$ cat src/rtl/core_ctrl_fsm_pkg.sv
// core_ctrl_fsm_pkg: shared encodings for the RV32I multi-cycle control sequencer.
//   - OP_*    : 7-bit major opcodes (instr[6:0]) recognised by the decoder
//   - state_t : sequencer state encoding, also exported on state_o
//   - PCSEL_* : PC source mux select
//   - WBSEL_* : register-file writeback mux select
//   - op_known(): 1 for opcodes the sequencer executes (ECALL/EBREAK excluded)
package core_ctrl_fsm_pkg;

  localparam logic [6:0] OP_LOAD   = 7'b000_0011;
  localparam logic [6:0] OP_MEM    = 7'b000_1111;  // FENCE
  localparam logic [6:0] OP_IMM    = 7'b001_0011;
  localparam logic [6:0] OP_AUIPC  = 7'b001_0111;
  localparam logic [6:0] OP_STORE  = 7'b010_0011;
  localparam logic [6:0] OP_OP     = 7'b011_0011;
  localparam logic [6:0] OP_LUI    = 7'b011_0111;
  localparam logic [6:0] OP_BRANCH = 7'b110_0011;
  localparam logic [6:0] OP_JALR   = 7'b110_0111;
  localparam logic [6:0] OP_JAL    = 7'b110_1111;
  localparam logic [6:0] OP_SYS    = 7'b111_0011;  // ECALL/EBREAK

  typedef enum logic [2:0] {
    ST_FETCH  = 3'd0,
    ST_DECODE = 3'd1,
    ST_EXEC   = 3'd2,
    ST_MEM    = 3'd3,
    ST_WB     = 3'd4,
    ST_TRAP   = 3'd7
  } state_t;

  localparam logic [1:0] PCSEL_PC4 = 2'd0;  // pc + 4
  localparam logic [1:0] PCSEL_IMM = 2'd1;  // pc + imm
  localparam logic [1:0] PCSEL_ALU = 2'd2;  // alu result & ~1

  localparam logic [1:0] WBSEL_ALU  = 2'd0;
  localparam logic [1:0] WBSEL_LOAD = 2'd1;
  localparam logic [1:0] WBSEL_PC4  = 2'd2;
  localparam logic [1:0] WBSEL_IMM  = 2'd3;

  // System opcodes are deliberately "unknown" here: they trap from DECODE.
  function automatic logic op_known(input logic [6:0] op);
    logic known;
    known = 1'b0;
    case (op)
      OP_LOAD, OP_MEM, OP_IMM, OP_AUIPC, OP_STORE,
      OP_OP, OP_LUI, OP_BRANCH, OP_JALR, OP_JAL: known = 1'b1;
      OP_SYS:                                    known = 1'b0;
      default:                                   known = 1'b0;
    endcase
    return known;
  endfunction

endpackage

$ cat src/rtl/core_ctrl_fsm_mem_wait_timer.sv
// core_ctrl_fsm_mem_wait_timer: wait-state counter with timeout, shared by the
// fetch and data-memory phases of the sequencer.
// Ports:
//   clk, rst_n  in  clock, asynchronous active-low reset
//   req         in  a memory request is outstanding this cycle
//   ready       in  the addressed memory completes this cycle
//   timeout     out request has waited WAIT_MAX cycles with no ready (combinational)
// The counter returns to zero whenever no request is waiting, so every FETCH or
// MEM entry starts from zero. timeout fires in the WAIT_MAX-th waiting cycle;
// ready in that same cycle suppresses it. WAIT_MAX must be >= 1.
module core_ctrl_fsm_mem_wait_timer #(
  parameter int WAIT_MAX = 255,
  parameter int CNT_W    = 8
) (
  input  logic clk,
  input  logic rst_n,
  input  logic req,
  input  logic ready,
  output logic timeout
);

  localparam logic [CNT_W-1:0] LAST_CNT = CNT_W'(WAIT_MAX - 1);

  logic [CNT_W-1:0] cnt_q;
  logic             waiting;

  assign waiting = req && !ready;
  assign timeout = waiting && (cnt_q == LAST_CNT);

  always_ff @(posedge clk or negedge rst_n) begin
    if (!rst_n) begin
      cnt_q <= '0;
    end else if (waiting) begin
      cnt_q <= cnt_q + 1'b1;
    end else begin
      cnt_q <= '0;
    end
  end

endmodule

$ cat src/rtl/core_ctrl_fsm.sv
// core_ctrl_fsm: multi-cycle control sequencer for the RV32I core.
// Walks each instruction through FETCH/DECODE/EXEC/MEM/WB using the opcode of
// the latched IR and drives the datapath strobes and mux selects.
// Ports:
//   clk, rst_n          in   clock, asynchronous active-low reset
//   opcode[6:0]         in   instr[6:0] of the latched IR
//   branch_taken        in   ALU compare result, valid in EXEC
//   imem_req/imem_ready out/in  instruction fetch handshake
//   ir_we               out  latch instruction register
//   dmem_req/dmem_ready out/in  data memory handshake, dmem_we 1=store
//   rf_we, pc_we        out  register-file / PC write strobes
//   pc_sel[1:0]         out  PCSEL_* encoding
//   wb_sel[1:0]         out  WBSEL_* encoding
//   halted              out  high in TRAP (left only by reset)
//   state_o[2:0]        out  current state for debug
//   cycle_cnt, instret_cnt [31:0] out  only when CORE_PERF_CNT_EN is defined
// Handshake: a request is raised by the sequencer and held until the first
// clock edge at which the matching ready is sampled high; that edge completes
// the transfer. A ready seen while its request is low is ignored.
// All strobes are forced low while rst_n is low so an in-flight request drops
// asynchronously with reset.
module core_ctrl_fsm
  import core_ctrl_fsm_pkg::*;
#(
  parameter int WAIT_MAX = 255,
  parameter int CNT_W    = 8
) (
  input  logic       clk,
  input  logic       rst_n,
  input  logic [6:0] opcode,
  input  logic       branch_taken,
  output logic       imem_req,
  input  logic       imem_ready,
  output logic       ir_we,
  output logic       dmem_req,
  output logic       dmem_we,
  input  logic       dmem_ready,
  output logic       rf_we,
  output logic       pc_we,
  output logic [1:0] pc_sel,
  output logic [1:0] wb_sel,
  output logic       halted,
  output logic [2:0] state_o
`ifdef CORE_PERF_CNT_EN
  ,
  output logic [31:0] cycle_cnt,
  output logic [31:0] instret_cnt
`endif
);

  state_t state_q, state_d;

  logic imem_req_c, ir_we_c, dmem_req_c, dmem_we_c, rf_we_c, pc_we_c;
  logic tmr_req, tmr_ready, timeout;

  // One timer serves both phases; only the ready of the active phase counts.
  assign tmr_req   = (state_q == ST_FETCH) || (state_q == ST_MEM);
  assign tmr_ready = (state_q == ST_FETCH) ? imem_ready : dmem_ready;

  core_ctrl_fsm_mem_wait_timer #(
    .WAIT_MAX (WAIT_MAX),
    .CNT_W    (CNT_W)
  ) u_wait_timer (
    .clk     (clk),
    .rst_n   (rst_n),
    .req     (tmr_req),
    .ready   (tmr_ready),
    .timeout (timeout)
  );

  always_ff @(posedge clk or negedge rst_n) begin
    if (!rst_n) begin
      state_q <= ST_FETCH;
    end else begin
      state_q <= state_d;
    end
  end

  always_comb begin
    state_d    = state_q;
    imem_req_c = 1'b0;
    ir_we_c    = 1'b0;
    dmem_req_c = 1'b0;
    dmem_we_c  = 1'b0;
    rf_we_c    = 1'b0;
    pc_we_c    = 1'b0;
    pc_sel     = PCSEL_PC4;
    wb_sel     = WBSEL_ALU;
    halted     = 1'b0;

    case (state_q)
      ST_FETCH: begin
        imem_req_c = 1'b1;
        if (imem_ready) begin
          ir_we_c = 1'b1;
          state_d = ST_DECODE;
        end else if (timeout) begin
          state_d = ST_TRAP;
        end
      end

      ST_DECODE: begin
        state_d = op_known(opcode) ? ST_EXEC : ST_TRAP;
      end

      ST_EXEC: begin
        case (opcode)
          OP_BRANCH: begin
            pc_we_c = 1'b1;
            pc_sel  = branch_taken ? PCSEL_IMM : PCSEL_PC4;
            state_d = ST_FETCH;
          end
          OP_MEM: begin
            pc_we_c = 1'b1;
            state_d = ST_FETCH;
          end
          OP_LOAD, OP_STORE: state_d = ST_MEM;
          OP_OP, OP_IMM, OP_LUI, OP_AUIPC, OP_JAL, OP_JALR: state_d = ST_WB;
          default: state_d = ST_TRAP;  // opcode changed under us
        endcase
      end

      ST_MEM: begin
        dmem_req_c = 1'b1;
        dmem_we_c  = (opcode == OP_STORE);
        if (dmem_ready) begin
          if (opcode == OP_STORE) begin
            pc_we_c = 1'b1;
            state_d = ST_FETCH;
          end else begin
            state_d = ST_WB;
          end
        end else if (timeout) begin
          state_d = ST_TRAP;
        end
      end

      ST_WB: begin
        rf_we_c = 1'b1;
        pc_we_c = 1'b1;
        case (opcode)
          OP_LOAD:         wb_sel = WBSEL_LOAD;
          OP_JAL, OP_JALR: wb_sel = WBSEL_PC4;
          OP_LUI:          wb_sel = WBSEL_IMM;
          default:         wb_sel = WBSEL_ALU;
        endcase
        case (opcode)
          OP_JAL:  pc_sel = PCSEL_IMM;
          OP_JALR: pc_sel = PCSEL_ALU;
          default: pc_sel = PCSEL_PC4;
        endcase
        state_d = ST_FETCH;
      end

      ST_TRAP: begin
        halted = 1'b1;
      end

      default: begin
        state_d = ST_TRAP;
      end
    endcase
  end

  // Reset gating on the strobes only; selects and halted are don't-care or
  // already low in the reset state.
  always_comb begin
    imem_req = imem_req_c & rst_n;
    ir_we    = ir_we_c    & rst_n;
    dmem_req = dmem_req_c & rst_n;
    dmem_we  = dmem_we_c  & rst_n;
    rf_we    = rf_we_c    & rst_n;
    pc_we    = pc_we_c    & rst_n;
  end

  assign state_o = state_q;

`ifdef CORE_PERF_CNT_EN
  // Retired instructions are counted on PC update; both counters wrap.
  always_ff @(posedge clk or negedge rst_n) begin
    if (!rst_n) begin
      cycle_cnt   <= '0;
      instret_cnt <= '0;
    end else begin
      if (state_q != ST_TRAP) cycle_cnt <= cycle_cnt + 32'd1;
      if (pc_we)              instret_cnt <= instret_cnt + 32'd1;
    end
  end
`endif

endmodule
$ cat config.mk
export PLATFORM = sky130hd
export DESIGN_NAME = core_ctrl_fsm
export DESIGN_NICKNAME = d
export VERILOG_FILES = /design/src/rtl/core_ctrl_fsm_pkg.sv /design/src/rtl/core_ctrl_fsm_mem_wait_timer.sv /design/src/rtl/core_ctrl_fsm.sv
export SDC_FILE = /design/constraint.sdc
export NUM_CORES = 1
export LEC_CHECK = 0
export CAP_MARGIN = 20
export CORE_MARGIN = 2
export CORE_UTILIZATION = 40
export CTS_BUF_LIST = sky130_fd_sc_hd__clkbuf_16
export CTS_CLUSTER_SIZE = 25
export DETAILED_ROUTE_END_ITERATION = 7
export PLACE_DENSITY = 0.68
export SLEW_MARGIN = 10
export SYNTH_ARGS = -nofsm -noshare
export SYNTH_HDL_FRONTEND = slang
export SYNTH_SLANG_ARGS = --single-unit
export TNS_END_PERCENT = 30
$ cat constraint.sdc
create_clock -name clk -period 3.6 [get_ports clk]
set_input_delay 0.54 -clock clk [delete_from_list [all_inputs] [get_ports clk]]
set_output_delay 0.54 -clock clk [all_outputs]
set_load 0.05 [all_outputs]
-- Yosys cells after proc, flatten, opt, wreduce, memory -nomap -nowiden
Index checks and enable logic that the tools add are counted.
- add/subtract/negate cells: 1
- eq/ne operators: 16
- multiplexer cells: 28
- bitwise operators: 6
- reductions and logical operators: 10
- operators with widths (kind ; number):
    $eq 7x6->1 const B ; 3
    $eq 7x7->1 const B ; 3
    $pmux 3 s6 ; 1
    $mux 1 ; 15
    $mux 3 ; 5
    $eq 7x5->1 const B ; 2
    $reduce_or 10->1 ; 1
    $pmux 3 s3 ; 1
    $add 8x1->8 const B ; 1
    $eq 8x8->1 const B ; 1
    $mux 8 ; 1
    $pmux 2 s2 ; 2
    $eq 7x2->1 const B ; 1
    $eq 7x4->1 const B ; 1
    $and 1x1->1 ; 6
    $eq 3x2->1 const B ; 2
    $eq 3x3->1 const B ; 2
    $pmux 2 s3 ; 1
    $reduce_or 2->1 ; 3
    $reduce_or 6->1 ; 1
    $eq 3x1->1 const B ; 1
    $logic_not 3->1 ; 1
    $pmux 1 s3 ; 1
    $logic_and 1x1->1 ; 2
    other kinds (3) ; 3
- flip-flop bits (word level): 11
- output and inout bits: 14
- logic and storage cells: 63

-- Longest topological paths before layout
Gate-level depths: netlist of run 1.
- word-level depth: 8
- mapped depth: 6

-- Hierarchy
Synthesis of run 1 repeated with hierarchy kept, for this count alone.
- cells, all modules: 114
- area, all modules: 898.4 µm²
- modules (own cells, without submodules) (module ; times used ; cells each ; area each (µm²) ; sequential area each (µm²)):
    core_ctrl_fsm ; 1 ; 76 ; 521.8 ; 75.1
    core_ctrl_fsm_mem_wait_timer ; 1 ; 38 ; 376.6 ; 200.2

-- Worst setup path before layout of run 1
No wires, ideal clock.
- kind: register to output
- start point: register state_q[2], in the netlist state_o[2]
- end point: output port pc_sel[0]
- data arrival time: 3535 ps
- required time: 3060 ps
- slack: -475 ps
- stages on the path, launching flop included: 4
- path through: dfrtp_1 -> clkbuf_1 -> nand4_1 -> a2111oi_0
- longest elaborated chain between the ends: 2
- elaborated cells on any way between the ends: 3
- those cells by class: 2 x eq/ne; 1 x mux
- ends and longest elaborated chain (item ; RTL line ; source):
    start: declaration ; core_ctrl_fsm.sv:51 ; state_t state_q, state_d;
    start signal: assignment ; core_ctrl_fsm.sv:75 ; state_q <= state_d;
    $eq 3x3->1 or $eq 3x2->1 (tied branches) ; core_ctrl_fsm.sv:91 ; case (state_q)
    $pmux 2 s2 (*) ; core_ctrl_fsm.sv:91 ;
    end: declaration ; core_ctrl_fsm.sv:40 ; output logic [1:0] pc_sel,
Mark *: on every way between the ends. The rest lies on a longest branch, timed or not.

-- Worst setup path after layout of run 1
- start point: input port opcode[2]
- end point: output port pc_we
- longest elaborated chain between the ends: 5
- elaborated cells on any way between the ends: 9
- those cells by class: 3 x eq/ne; 4 x mux; 1 x bitwise; 1 x reduce/logical
- ends and longest elaborated chain (item ; RTL line ; source):
    start: declaration ; core_ctrl_fsm.sv:30 ; input logic [6:0] opcode,
    $eq 7x6->1 (tied with other cells) ; core_ctrl_fsm.sv:127 ; if (opcode == OP_STORE) begin
    $mux 1 or $reduce_or 2->1 (tied branches) ; -- ;
    $mux 1, on equally long branches ; core_ctrl_fsm.sv:126, core_ctrl_fsm.sv:107 ;
    $pmux 1 s3 (*) ; core_ctrl_fsm.sv:91 ;
    $and 1x1->1 (*) ; core_ctrl_fsm.sv:173 ; pc_we = pc_we_c & rst_n;
    end: declaration ; core_ctrl_fsm.sv:39 ; output logic pc_we,
Marks and branches as above.

==> results.yml, run 1 <==
outcome:
  status: "completed"
floorplanning:
  core_sq_um: 2230
  die_h_microns: 52.8
  pin_count: 26
  die_x_microns: 52.8
  die_area_sq_um: 2790
  fp-row-count: 17
  initial_utilization_pct: 42.6
placement:
  hpwl_microns: 1800
  gp_congestion: 0.884
  io_buffers: 25
sta:
  period_share_pct: 92.4
  setup_tns_ps: 0
  max_freq_ghz: 0.301
  rsz0062_at_grt: "no"
  setup_viol: 0
  period_needed_ps: 3330
  fin_skew_ps: 1.80
  timing.slew.headroom_pct: 63.6
  drv_slew: 0
  max_slew.worst_pin.slew_ps: 540
  hold_viol: 0
yosys:
  postSynthAreaPerCell_sq_um: 8.07
  yosysUniqueCellTypes: 39
  ys_seq_area_share_pct: 28.9
  yosysWarningCount: 0
  synth_top_area_share_pct: 28.9
  dominantRegCellSynth: "dfrtp_1"
  synth_edf_count: 0
  synthesis.instances: 118
  syn_nets: 132
  synth_top_area_cell: "dfrtp_1"
  synth.area.top_cells: "dfrtp_1 (29%), nor2_1 (5.9%), a2111oi_4 (5.8%)"
  netlist_area_sq_um: 952
  ys_async_sr_fraction_pct: 100
  synth-seq-cells: 11
global_routing:
  grtUsageTotal_pct: 20.6
  overflow: 0
  grt_pass1_vias: 964
  grt_pass1_wl_microns: 4240
  grt_max_degree: 20
  antenna_found_initial: 0
clock_tree:
  hold_buffers: 0
  cts_resized: 0
  cts-buffers-inserted: 3
  cts.sinks: 11
  cts.clk_slew.worst_paths_ps: 40
  cts_tree: "built"
  htree_levels: 1
  cts.path.max_buffers: 2
  clock_latency_ps: 240
  clockRootBuffer: "clkbuf_16"
  cts_setup_buffers: 0
worst_setup_path:
  cp.required_ps: 3060
  crit_fanout: 10
  path_common_cell: "clkdlybuf4s50_1"
  start_kind: "input pin"
  slowest_stage: "clkdlybuf4s50_1"
  arrival_ps: 2790
  worstSetupPathType: "input pin to output pin"
  cp_cell_sequence: "clkdlybuf4s50_1 > nor4_1 > nand4_1 > a21boi_1 > clkdlybuf4s50_1"
  slowest_delay_ps: 810
  critPathCaptureType: "output pin"
route:
  drc: 0
  num_vias: 988
  dr.first_iter.drc_count: 7
  drtAntennaViolNets: 0
  finalWirelength_microns: 2370
  firstDrtPassIters: 4
  drt-wirelength-per-cell_microns: 13.9
  vias_per_cell: 5.81
power:
  vdd.ir_drop.worst_mv: 0.390
  total_power_mw: 0.731
  powerDensity_nw_per_um2: 560
  p_leak_nw: 0.493
layout:
  fillers: 209
  ff_latch_area_sq_um: 275
  final_cell_mix: "clkdlybuf4s50_1 (24), nor2_1 (15), dfrtp_1 (11)"
  final_layout_size_suffix_gt1_share_pct: 8.45
  layout_commonest_cell: "clkdlybuf4s50_1"
  antenna_cells: 0
  syn2layout_area_growth_pct: 37.1
  multi_input_area_sq_um: 623
  nets: 157
hold_path:
  min_path_type: "register to register"
flow_run:
  maxCapViolCount: 0
[metrics by stage]
stage / hold slack [ps] / instance area [sq um] / instances / util (%) / worst slack [ps]
4_1_cts: 493 / 1310 / 170 / 58.4 / 338
6_report: 488 / 1310 / 170 / 58.4 / 275
3_5_place_dp: 493 / 1230 / 166 / 54.9 / 348
5_1_grt: 530 / 1310 / 170 / 58.4 / 97.0
3_3_place_gp: 474 / 1230 / 166 / 54.9 / 408
2_1_floorplan: 244 / 953 / 118 / - / 200
[kinds of logic after synthesis]
kind of cell / share of synthesized area (%)
adder cells (fa/ha/maj): 2.63
XOR/XNOR: 3.68
AND/OR/NAND/NOR: 34.3
AO/OA/AOI/OAI: 22.6
multiplexers: 2.10
flip-flops: 28.9
buffers and inverters: 5.78
[path summary, 6_finish.rpt]
path | slack (ps) | cells after the start | endpoint | startpoint
max reg2reg | 1880 | 4 | state_o[2] | state_o[1]
max | 270 | 5 | pc_we | opcode[2]
min | 490 | 1 | u_wait_timer.cnt_q[0] | u_wait_timer.cnt_q[0]
max in group asynchronous | 2660 | 2 | u_wait_timer.cnt_q[4] | rst_n
min in group asynchronous | 540 | 1 | state_o[1] | rst_n
min reg2reg | 490 | 1 | u_wait_timer.cnt_q[0] | u_wait_timer.cnt_q[0]
[state kept, by name, summed over array words and instances (netlist names)]
register and cells:
u_wait_timer.cnt_q 8, state_o 3
[synthesized netlist by cell type (2+ instances only)]
cell	number
a2111oi_4	2
a21o_1	2
a21oi_1	4
and3_1	5
buf_2	5
clkbuf_1	4
dfrtp_1	11
ha_1	2
inv_1	4
mux2i_1	2
nand2_1	9
nand2b_1	2
nand3_1	6
nand3b_1	2
nand4_1	5
nor2_1	15
nor2b_1	4
nor3_1	5
o21ai_0	5
o41ai_1	2
or3_1	2
xor2_1	3
[worst max-delay path, delay by kind of cell]
kind / cells / cell delay, ps
compound gates: 1 / 150
simple gates: 2 / 720
buf+inv: 2 / 1370
[layer usage]
metal / GRT usage, % / part of all wire [%] / wire length [microns] / vias up
met2: 34.0 / 50 / 1170 / 20
met5: 0 / 0 / 0 / -
li1: - / - / - / 488
met3: 4.00 / 3.2 / 75 / 6
met4: 9.83 / 2.2 / 51 / 0
met1: 25.6 / 45 / 1070 / 474
[layout make-up]
| class | count | area share, % |
|---|---|---|
| clock buffer | 3 | 5.75 |
| clock inverter | 1 | 0.288 |
| inverter | 4 | 1.15 |
| multi-input combinational | 94 | 47.7 |
| sequential | 11 | 21.1 |
| tap | 28 | 2.68 |
| timing repair buffer | 29 | 21.3 |
[where the power goes]
group	total, mW	internal, mW	switching, mW
clock network	0.201	0.146	0.0553
logic	0.349	0.125	0.224
registers	0.181	0.143	0.0380
total	0.731	0.413	0.318
Note: power is estimated with default switching activity, not from simulation.
==> run 2, diff against run 1 <==
PLACE_DENSITY = 0.69   (was 0.68)
SYNTH_HIERARCHICAL = 1   (was unset)
TNS_END_PERCENT = unset   (was 30)
==> run 2 against run 1 <==
- area after synthesis down 5.7%
- clock skew barely moved
- critical path depth unchanged
- sequential cell count is the same
- largest power group is now the clock network
- final cell count fell by 2.9%
- critical endpoint is now pc_sel[0]
- first-iteration DRC count rose to 3.0 times the previous value
- synthesized cell count decreased by 3.4%
- sequential power fell by 31%
- highest routed layer unchanged
==> results.yml, run 2 <==
yosys:
  synth_common_cells: "nor2_1 (12), dfrtp_1 (11), nand2_1 (10)"
  synth_top_area_share_pct: 30.6
  dominantRegCellSynth: "dfrtp_1"
  yosysWarningCount: 6
  ys_seq_area_share_pct: 30.6
  postSynthAreaPerCell_sq_um: 7.88
  synth.area.top_cells: "dfrtp_1 (31%), nor2_1 (5.0%), nand3_1 (4.5%)"
  yosysUniqueCellTypes: 40
  synthesis.instances: 114
  synth_edf_count: 0
  synth-seq-cells: 11
  ys_async_sr_fraction_pct: 100
  yosysMostFrequentCell: "nor2_1"
  netlist_area_sq_um: 898
  synth_top_area_cell: "dfrtp_1"
  syn_nets: 128
floorplanning:
  pin_count: 26
  die_area_sq_um: 2640
  die_x_microns: 51.4
  fp-row-count: 17
  initial_utilization_pct: 41.4
  die_h_microns: 51.4
  core_sq_um: 2170
layout:
  largest_reg_flops: 8
  antenna_cells: 0
  syn2layout_area_growth_pct: 36.5
  multi_input_area_sq_um: 569
  ff_latch_area_sq_um: 275
  layout_commonest_cell: "clkdlybuf4s50_1"
  nets: 152
  fillers: 215
  largest-register: "u_wait_timer/cnt_q"
  final_layout_size_suffix_gt1_share_pct: 8.76
  instances_no_fill: 165
  final_cell_mix: "clkdlybuf4s50_1 (23), nor2_1 (12), dfrtp_1 (11)"
clock_tree:
  cts_resized: 0
  cts_setup_buffers: 0
  cts.sinks: 11
  cts-buffers-inserted: 3
  cts.path.max_buffers: 2
  cts.clk_slew.worst_paths_ps: 40
  hold_buffers: 0
  clock_latency_ps: 240
  htree_levels: 1
  clockRootBuffer: "clkbuf_16"
  cts_tree: "built"
worst_setup_path:
  worstSetupPathType: "input pin to output pin"
  crit_fanout: 9
  cp.required_ps: 3060
  cp_cell_sequence: "clkdlybuf4s50_1 > nor2_1 > nand4b_1 > a211oi_1 > clkdlybuf4s50_1"
  arrival_ps: 2580
  path_common_cell: "clkdlybuf4s50_1"
  slowest_stage: "clkdlybuf4s50_1"
  start_kind: "input pin"
  slowest_delay_ps: 850
  critPathCaptureType: "output pin"
sta:
  hold_viol: 0
  setup_tns_ps: 0
  timing.slew.headroom_pct: 51.8
  fin_skew_ps: 1.44
  rsz0062_at_grt: "no"
  drv_slew: 0
  period_needed_ps: 3120
  setup_viol: 0
  max_freq_ghz: 0.320
  period_share_pct: 86.7
  max_slew.worst_pin.slew_ps: 716
placement:
  gp_congestion: 0.807
  io_buffers: 25
  hpwl_microns: 1630
  dp_cells: 161
power:
  internal_power_mw: 0.288
  switching_share_pct: 19.3
  pwr-share-seq_pct: 34.8
  power_frac_clock_pct: 55.5
  p_leak_nw: 0.455
  combinationalPowerShare_pct: 9.6
  p_sw_mw: 0.0686
  vdd.ir_drop.worst_mv: 0.315
  powerDensity_nw_per_um2: 291
route:
  dr.first_iter.drc_count: 21
  wl_met1_microns: 1000
  drtAntennaViolNets: 0
  finalWirelength_microns: 2180
  firstDrtPassIters: 4
  dr_wl_met2_microns: 1060
  met3_length_microns: 96
  top_layer: "met4"
  drt-wirelength-per-cell_microns: 13.2
  num_vias: 913
  drc: 0
  vias_per_cell: 5.53
global_routing:
  overflow: 0
  grt_max_degree: 21
  antenna_found_initial: 0
  grt_pass1_vias: 840
  grt_pass1_wl_microns: 3710
  grtUsageTotal_pct: 18.6
flow_run:
  maxCapViolCount: 0
hold_path:
  min_path_type: "register to register"
outcome:
  status: "completed"
run 2: cell types whose count changed after synthesis, sizes merged, moves of 3 or more:
| cell | before | now |
|---|---|---|
| nand3 | 6 | 9 |
| o21ai | 5 | 8 |
| a21oi | 4 | 7 |
| a2111oi | 3 | 0 |
| nor2 | 15 | 12 |
| nor2b | 4 | 1 |
run 2: critical path: cells and delay by family:
kind | cells | cell delay [ps]
AOI/OAI and AO/OA | 1 | 260
buffers and inverters | 2 | 1390
and+or+nand+nor | 2 | 390
run 2: cell type report:
class	count	area share [%]
Multi-Input combinational cell	92	46.4
Tap cell	28	2.86
Clock inverter	1	0.306
Timing Repair Buffer	26	20.6
Clock buffer	3	6.12
Sequential cell	11	22.4
Inverter	4	1.22
run 2: power by group through the flow:
stage | clock [mW] | sequential (mW) | combinational (mW)
2_1_floorplan | 0 | 0.126 | 0.0135
3_3_place_gp | 0 | 0.126 | 0.0337
3_5_place_dp | 0 | 0.126 | 0.0341
4_1_cts | 0.200 | 0.124 | 0.0344
5_1_grt | 0.210 | 0.124 | 0.0376
6_report | 0.198 | 0.124 | 0.0343
run 2: per-stage QoR:
| step | util [%] | area (sq um) | power [mW] | setup slack, ps | hold WS [ps] |
|---|---|---|---|---|---|
| 6_report | 56.5 | 1230 | 0.356 | 478 | 509 |
| 5_1_grt | 56.5 | 1230 | 0.372 | 356 | 534 |
| 4_1_cts | 56.5 | 1230 | 0.358 | 455 | 510 |
| 3_5_place_dp | 52.9 | 1150 | 0.160 | 458 | 505 |
| 3_3_place_gp | 52.9 | 1150 | 0.160 | 510 | 497 |
| 2_1_floorplan | - | 903 | 0.139 | 140 | 244 |
run 2: per-layer routing:
metal	vias up	GRT usage, %
met5	-	0
met4	0	5.26
met3	2	5.85
met2	26	30.8
met1	427	23.2
li1	458	-
run 2: kinds of logic after synthesis:
logic type | after synthesis | synth area share, %
AO/OA/AOI/OAI | 21 | 14.5
adder cells (fa/ha/maj) | 2 | 2.79
flip-flops | 11 | 30.6
AND/OR/NAND/NOR | 64 | 40.3
buffers and inverters | 11 | 6.55
XOR/XNOR | 3 | 2.93
multiplexers | 2 | 2.37
run 2: worst paths after layout:
kind	startpoint	end	slack, ps	depth (start not counted)
hold / removal	u_wait_timer/cnt_q[0]	u_wait_timer/cnt_q[0]	510	1
max in group asynchronous	rst_n	u_wait_timer/cnt_q[2]	2600	2
hold reg to reg	u_wait_timer/cnt_q[0]	u_wait_timer/cnt_q[0]	510	1
setup reg to reg	state_o[2]	state_o[1]	860	7
min in group asynchronous	rst_n	state_o[2]	580	1
setup / recovery	opcode[2]	pc_sel[0]	480	5
